**src/rtl/led_pwm_seq.sv**
```systemverilog
// led_pwm_seq: NUM_CH-channel PWM LED sequencer (off/static/blink/breathe); new config applied only at frame ends.
// Latency pwm_cnt->pwm_out: 1 cycle, or 2 cycles when LED_PWM_GAMMA_EN is defined (square-law gamma on duty/level).
// Backpressure: one-entry pending slot; cfg_ready stays low from the transfer until the cycle after the frame-end apply.
module led_pwm_seq #(
    parameter int NUM_CH     = 3,
    parameter int PWM_BITS   = 8,
    parameter int PRESC_BITS = 16,
    localparam int CH_W      = (NUM_CH > 1) ? $clog2(NUM_CH) : 1
) (
    input  logic                  clk,
    input  logic                  rstn,
    input  logic                  cfg_valid,
    output logic                  cfg_ready,
    input  logic [CH_W-1:0]       cfg_ch,
    input  logic [1:0]            cfg_mode,
    input  logic [PWM_BITS-1:0]   cfg_duty,
    input  logic [PRESC_BITS-1:0] presc_max,
    output logic [NUM_CH-1:0]     pwm_out,
    output logic                  frame_tick,
    output logic                  step_tick
);

    typedef enum logic [1:0] {
        MODE_OFF     = 2'b00,
        MODE_STATIC  = 2'b01,
        MODE_BLINK   = 2'b10,
        MODE_BREATHE = 2'b11
    } mode_e;

    localparam logic [PWM_BITS-1:0] CNT_LAST = '1;
    localparam logic [PWM_BITS-1:0] CNT_PRE  = CNT_LAST - PWM_BITS'(1);

    logic [PWM_BITS-1:0]   pwm_cnt;
    logic [PRESC_BITS-1:0] presc_cnt;

    logic                  pend_vld;
    logic [CH_W-1:0]       pend_ch;
    mode_e                 pend_mode;
    logic [PWM_BITS-1:0]   pend_duty;

    mode_e                 mode_q   [NUM_CH];
    logic [PWM_BITS-1:0]   duty_q   [NUM_CH];
    logic [PWM_BITS-1:0]   level_q  [NUM_CH];
    logic                  phase_q  [NUM_CH];
    logic                  dir_dn_q [NUM_CH];

    logic [PWM_BITS-1:0]   target   [NUM_CH];

    logic xfer;
    logic apply;
    logic presc_hit;

    // frame_tick is high exactly on the pwm_cnt==max cycle, so it doubles as the frame-end strobe.
    assign presc_hit = (presc_cnt == presc_max);
    assign step_tick = frame_tick && presc_hit;
    assign xfer      = cfg_valid && cfg_ready;
    assign apply     = pend_vld && frame_tick;

    always_ff @(posedge clk) begin
        if (!rstn) begin
            pwm_cnt    <= '0;
            presc_cnt  <= '0;
            frame_tick <= 1'b0;
        end else begin
            pwm_cnt    <= pwm_cnt + PWM_BITS'(1);
            frame_tick <= (pwm_cnt == CNT_PRE);
            if (frame_tick) begin
                if (presc_hit) begin
                    presc_cnt <= '0;
                end else begin
                    presc_cnt <= presc_cnt + PRESC_BITS'(1);
                end
            end
        end
    end

    // A transfer can only happen while the slot is empty, so it never collides with an apply.
    always_ff @(posedge clk) begin
        if (!rstn) begin
            pend_vld  <= 1'b0;
            pend_ch   <= '0;
            pend_mode <= MODE_OFF;
            pend_duty <= '0;
            cfg_ready <= 1'b0;
        end else if (xfer) begin
            pend_vld  <= 1'b1;
            pend_ch   <= cfg_ch;
            pend_mode <= mode_e'(cfg_mode);
            pend_duty <= cfg_duty;
            cfg_ready <= 1'b0;
        end else if (apply) begin
            pend_vld  <= 1'b0;
            cfg_ready <= 1'b1;
        end else begin
            cfg_ready <= !pend_vld;
        end
    end

    always_ff @(posedge clk) begin
        if (!rstn) begin
            for (int i = 0; i < NUM_CH; i++) begin
                mode_q[i]   <= MODE_OFF;
                duty_q[i]   <= '0;
                level_q[i]  <= '0;
                phase_q[i]  <= 1'b0;
                dir_dn_q[i] <= 1'b0;
            end
        end else begin
            for (int i = 0; i < NUM_CH; i++) begin
                if (apply && (32'(pend_ch) == i)) begin
                    mode_q[i]   <= pend_mode;
                    duty_q[i]   <= pend_duty;
                    level_q[i]  <= '0;
                    phase_q[i]  <= 1'b0;
                    dir_dn_q[i] <= 1'b0;
                end else if (step_tick) begin
                    case (mode_q[i])
                        MODE_BLINK: phase_q[i] <= !phase_q[i];
                        MODE_BREATHE: begin
                            // Triangle between 0 and duty; turning points reverse and move in one step.
                            if (!dir_dn_q[i]) begin
                                if (level_q[i] < duty_q[i]) begin
                                    level_q[i] <= level_q[i] + PWM_BITS'(1);
                                end else begin
                                    dir_dn_q[i] <= 1'b1;
                                    if (level_q[i] != '0) level_q[i] <= level_q[i] - PWM_BITS'(1);
                                end
                            end else begin
                                if (level_q[i] != '0) begin
                                    level_q[i] <= level_q[i] - PWM_BITS'(1);
                                end else begin
                                    dir_dn_q[i] <= 1'b0;
                                    if (duty_q[i] != '0) level_q[i] <= level_q[i] + PWM_BITS'(1);
                                end
                            end
                        end
                        default: ;
                    endcase
                end
            end
        end
    end

    always_comb begin
        for (int i = 0; i < NUM_CH; i++) begin
            target[i] = '0;
            case (mode_q[i])
                MODE_STATIC:  target[i] = duty_q[i];
                MODE_BLINK:   target[i] = phase_q[i] ? duty_q[i] : '0;
                MODE_BREATHE: target[i] = level_q[i];
                default:      target[i] = '0;
            endcase
        end
    end

`ifdef LED_PWM_GAMMA_EN
    logic [PWM_BITS-1:0] cnt_d;
    logic [PWM_BITS-1:0] eff_q [NUM_CH];

    // Counter is delayed alongside the squared value so the compare stays frame-aligned.
    always_ff @(posedge clk) begin
        if (!rstn) begin
            cnt_d   <= '0;
            pwm_out <= '0;
            for (int i = 0; i < NUM_CH; i++) eff_q[i] <= '0;
        end else begin
            cnt_d <= pwm_cnt;
            for (int i = 0; i < NUM_CH; i++) begin
                eff_q[i]   <= PWM_BITS'(((2*PWM_BITS)'(target[i]) * (2*PWM_BITS)'(target[i])) >> PWM_BITS);
                pwm_out[i] <= (cnt_d < eff_q[i]);
            end
        end
    end
`else
    always_ff @(posedge clk) begin
        if (!rstn) begin
            pwm_out <= '0;
        end else begin
            for (int i = 0; i < NUM_CH; i++) begin
                pwm_out[i] <= (pwm_cnt < target[i]);
            end
        end
    end
`endif

endmodule

```
**config.mk**
```make
export PLATFORM = sky130hd
export DESIGN_NAME = led_pwm_seq
export DESIGN_NICKNAME = d
export VERILOG_FILES = /design/src/rtl/led_pwm_seq.sv
export SDC_FILE = /design/constraint.sdc
export NUM_CORES = 1
export LEC_CHECK = 0
export ABC_AREA = 0
export CAP_MARGIN = 25
export CORE_UTILIZATION = 65
export CTS_BUF_LIST = sky130_fd_sc_hd__clkbuf_4 sky130_fd_sc_hd__clkbuf_8
export DETAILED_ROUTE_END_ITERATION = 12
export PLACE_DENSITY_LB_ADDON = 0.15
export SLEW_MARGIN = 10
export SYNTH_ARGS = -nofsm -noshare
export SYNTH_HDL_FRONTEND = slang
export SYNTH_SLANG_ARGS = --single-unit
```
**constraint.sdc**
```tcl
create_clock -name clk -period 5.85 [get_ports clk]
set_input_delay 1.755 -clock clk [delete_from_list [all_inputs] [get_ports clk]]
set_output_delay 1.755 -clock clk [all_outputs]
set_load 0.02 [all_outputs]
```
==> impl_metrics.yaml <==
critical_path:
  reg2reg_depth: 7
  cpLargestDelayFamily: "buffers and inverters"
  critPathKind: "input port to output port"
  cpPeakStageDelay_ns: 0.62
  cp-end-kind: "output port"
  critPathArrivalTime_ns: 3.85
  cpMostUsedCell: "clkdlybuf4s50_1"
  worst-path-stages: 7
  critical_path.max_fanout: 2
  crit_slowest_cell: "clkdlybuf4s50_1"
  worst-endpoint-required_ns: 4.09
  worst_setup_path_start_kind: "input port"
  path_buf_inv: 3
  path_cells: "clkdlybuf4s50_1 -> xnor2_1 -> nand4_1 -> nor4_2 -> nand3_2 -> inv_1 -> clkdlybuf4s50_1"
synthesis:
  synth-edff-count: 60
  synth_mux_area_share_pct: 1.28
  synth_fa_ha_area_share_pct: 10.5
  synthFlopType: "edfxtp_1"
  synth_top_area_cell: "edfxtp_1"
  synth_cells: 680
  synth_top_cell_area_share_pct: 28.0
  synth_xor_area_share_pct: 5.03
  synth_compound_area_share_pct: 16.1
  synthesis.area_mm2: 0.00644
  ys_warn_count: 0
  synthTopCellsByArea: "edfxtp_1 (28%), dfxtp_1 (13%), ha_1 (10%), nand2_1 (3.6%), nor2_1 (3.3%)"
  syn_nets: 765
  synth_simple_gate_area_share_pct: 21.2
  ys_ff_latch: 102
  seq_area_frac_synth_pct: 41.0
  async_reset_ff_share_pct: 0
  synth_top_family_by_area: "simple AND/OR/NAND/NOR gates"
  syn_avg_cell_area_um2: 9.48
  ys_types: 75
pwr:
  seqPwrFrac_pct: 55.6
  p_per_area_mw_per_mm2: 208
  p_clk_share_pct: 32.7
  internal-power_mw: 1.09
  swShare_pct: 26.1
  cellLeakagePower_nw: 2.67
  ir_drop_uv: 116
  p_sw_mw: 0.387
  power_frac_comb_pct: 11.7
drt:
  detail-route-antenna-nets: 0
  dr.pass1.iters: 5
  drt_iter0_markers: 299
  met3WireLength_um: 850
  route.layer.met1.wl_um: 6290
  routed-wl-met2_um: 7070
  drc: 0
  routedWlPerCell_um: 17.5
  wl_um: 14700
  vias: 5313
  routed_via_density: 6.31
  routed.top_layer: "met4"
final_layout:
  syn2layout_area_growth_pct: 10.2
  multi_input_area_mm2: 0.00348
  drive_gt1_share_pct: 5.75
  n_fill_cell: 674
  final-seq-area_mm2: 0.00264
  final_nets: 793
  diodes: 0
clocking:
  cts_inserted_buffers: 9
  cts_tree: "yes"
  cts.sinks: 102
  cts-htree-levels: 3
  cts.reportedPaths.clkPinSlew_ns: 0.10
  max-clock-path-buffers: 2
  cts_root_buf: "clkbuf_8"
  worstSkewPairLatency_ns: 0.37
  hold_buffers: 0
  cts_resized: 0
  cts_setup_buffers: 0
grt:
  antenna_found_initial: 0
  grt_max_degree: 26
  grt_pass1_vias: 5119
  gr-total-overflow: 0
  grt_pass1_wl_um: 24600
  grt.total_usage_pct: 31.2
placed_design:
  globalplace.congestion: 0.914
  numPortBuffers: 36
  dp_hpwl_um: 10900
die:
  fp.dieW_um: 102
  core-area_mm2: 0.00942
  dieArea_mm2: 0.0103
  die_y_um: 102
  fp-row-count: 35
  start_util_pct: 68.5
  io_pins: 37
timing:
  finalCritPeriodShare_pct: 95.9
  drv_slew: 0
  setup_viol: 0
  fmax_mhz: 178
  tightest_slew_ns: 0.959
  fin_crit_ns: 5.61
  skew_ns: 0.0112
  timing.hold.ws_ns: 0.458
  max_slew_margin_pct: 36.0
  fin_tns_setup_ns: 0
  grt_setup_unrepaired: "false"
  final_hold_viol_count: 0
hold_path:
  hold_path_class: "flop to flop"
  hold_depth: 2
run:
  drv_cap: 0
outcome:
  status: "finished, final reports clean"
worst reg2reg max path: stages (launching register included):
cell     delay (ns)
dfxtp_1        0.44
xnor2_1        0.18
nand4_1        0.18
nor3_1         0.49
nand2_1        0.10
buf_4          0.21
or4b_1         0.79
nand3_1        0.46
power groups by stage:
stage               clock [mW]  combinational, mW  sequential (mW)
floorplan                    0              0.118            0.826
global placement             0              0.162            0.836
detailed placement           0              0.172            0.838
CTS                      0.488              0.173            0.822
global route             0.516              0.194            0.828
finish                   0.484              0.174            0.823
cell usage after synthesis (7+ instances only):
| master | number |
|---|---|
| nor2_1 | 56 |
| clkbuf_1 | 14 |
| o21a_1 | 7 |
| xnor2_1 | 21 |
| o21ai_0 | 14 |
| xor2_1 | 16 |
| nand4_1 | 10 |
| dfxtp_1 | 42 |
| nand2_1 | 61 |
| edfxtp_1 | 60 |
| a22oi_1 | 25 |
| a21oi_1 | 31 |
| nand3_1 | 22 |
| a21o_1 | 7 |
| and2_1 | 16 |
| nor4_1 | 21 |
| inv_1 | 53 |
| nor3_1 | 11 |
| nand2b_1 | 13 |
| ha_1 | 54 |
| and3_1 | 15 |
registers in the layout (all words and copies together) (netlist names):
register	flops
duty_q	24
level_q	24
presc_cnt	16
pend_duty	8
pwm_cnt	8
mode_q	6
dir_dn_q	3
phase_q	3
pwm_out	3
pend_ch	2
pend_mode	2
cfg_ready	1
frame_tick	1
pend_vld	1
cells by family after synthesis:
| kind of cell | after synthesis |
|---|---|
| simple gates | 257 |
| compound gates | 144 |
| flops | 102 |
| buf+inv | 78 |
| fa+ha+maj | 54 |
| xor+xnor | 37 |
| mux | 8 |
layer usage:
layer,global-route usage [%],up-vias
li1,-,2559
met1,40.7,2528
met2,50.9,189
met3,4.97,37
met4,14.3,0
met5,0,-
stage by stage:
step | instances | power, mW | instance area (um^2) | worst slack, ns | util [%]
6_report | 842 | 1.48 | 7100 | 0.242 | 75.5
5_1_grt | 842 | 1.54 | 7100 | 0.145 | 75.5
4_1_cts | 841 | 1.48 | 7100 | 0.223 | 75.4
3_5_place_dp | 825 | 1.01 | 6880 | 0.221 | 73.1
3_3_place_gp | 825 | 0.998 | 6880 | 0.316 | 73.1
2_1_floorplan | 680 | 0.944 | 6440 | 1.29 | -
path summary, 6_finish.rpt:
| kind | startpoint | to | slack [ns] |
|---|---|---|---|
| min reg2reg | pend_duty[7]$_SDFFE_PN0P_ | pend_duty[7]$_SDFFE_PN0P_ | 0.46 |
| max reg2reg | presc_cnt[3]$_SDFFE_PN0P_ | level_q[2][0]$_SDFFCE_PN0P_ | 2.66 |
| min | pend_duty[7]$_SDFFE_PN0P_ | pend_duty[7]$_SDFFE_PN0P_ | 0.46 |
| max | presc_max[3] | step_tick | 0.24 |
final cells by class:
cell class | instances | area share, %
Clock buffer | 11 | 2.13
Sequential cell | 102 | 37.2
Tap cell | 129 | 2.27
Inverter | 53 | 2.80
Multi-Input combinational cell | 500 | 49.0
Timing Repair Buffer | 42 | 5.71
Clock inverter | 5 | 0.881
layout by cell type (no fill, tap or decap), drive strengths merged, types with 4 or more instances in the layout:
master and instances:
a211oi 6, a21o 7, a21oi 32, a221oi 4
a22oi 25, a31oi 6, and2 16, and3 15
buf 5, clkbuf 12, clkdlybuf4s50 36, dfxtp 42
edfxtp 60, ha 54, inv 56, mux2i 6
nand2 61, nand2b 13, nand3 23, nand4 10
nor2 56, nor2b 6, nor3 13, nor4 23
o21a 7, o21ai 17, o221ai 5, o31a 4
or3 4, xnor2 21, xor2 16
No activity file was read; power rests on OpenSTA's default activity.
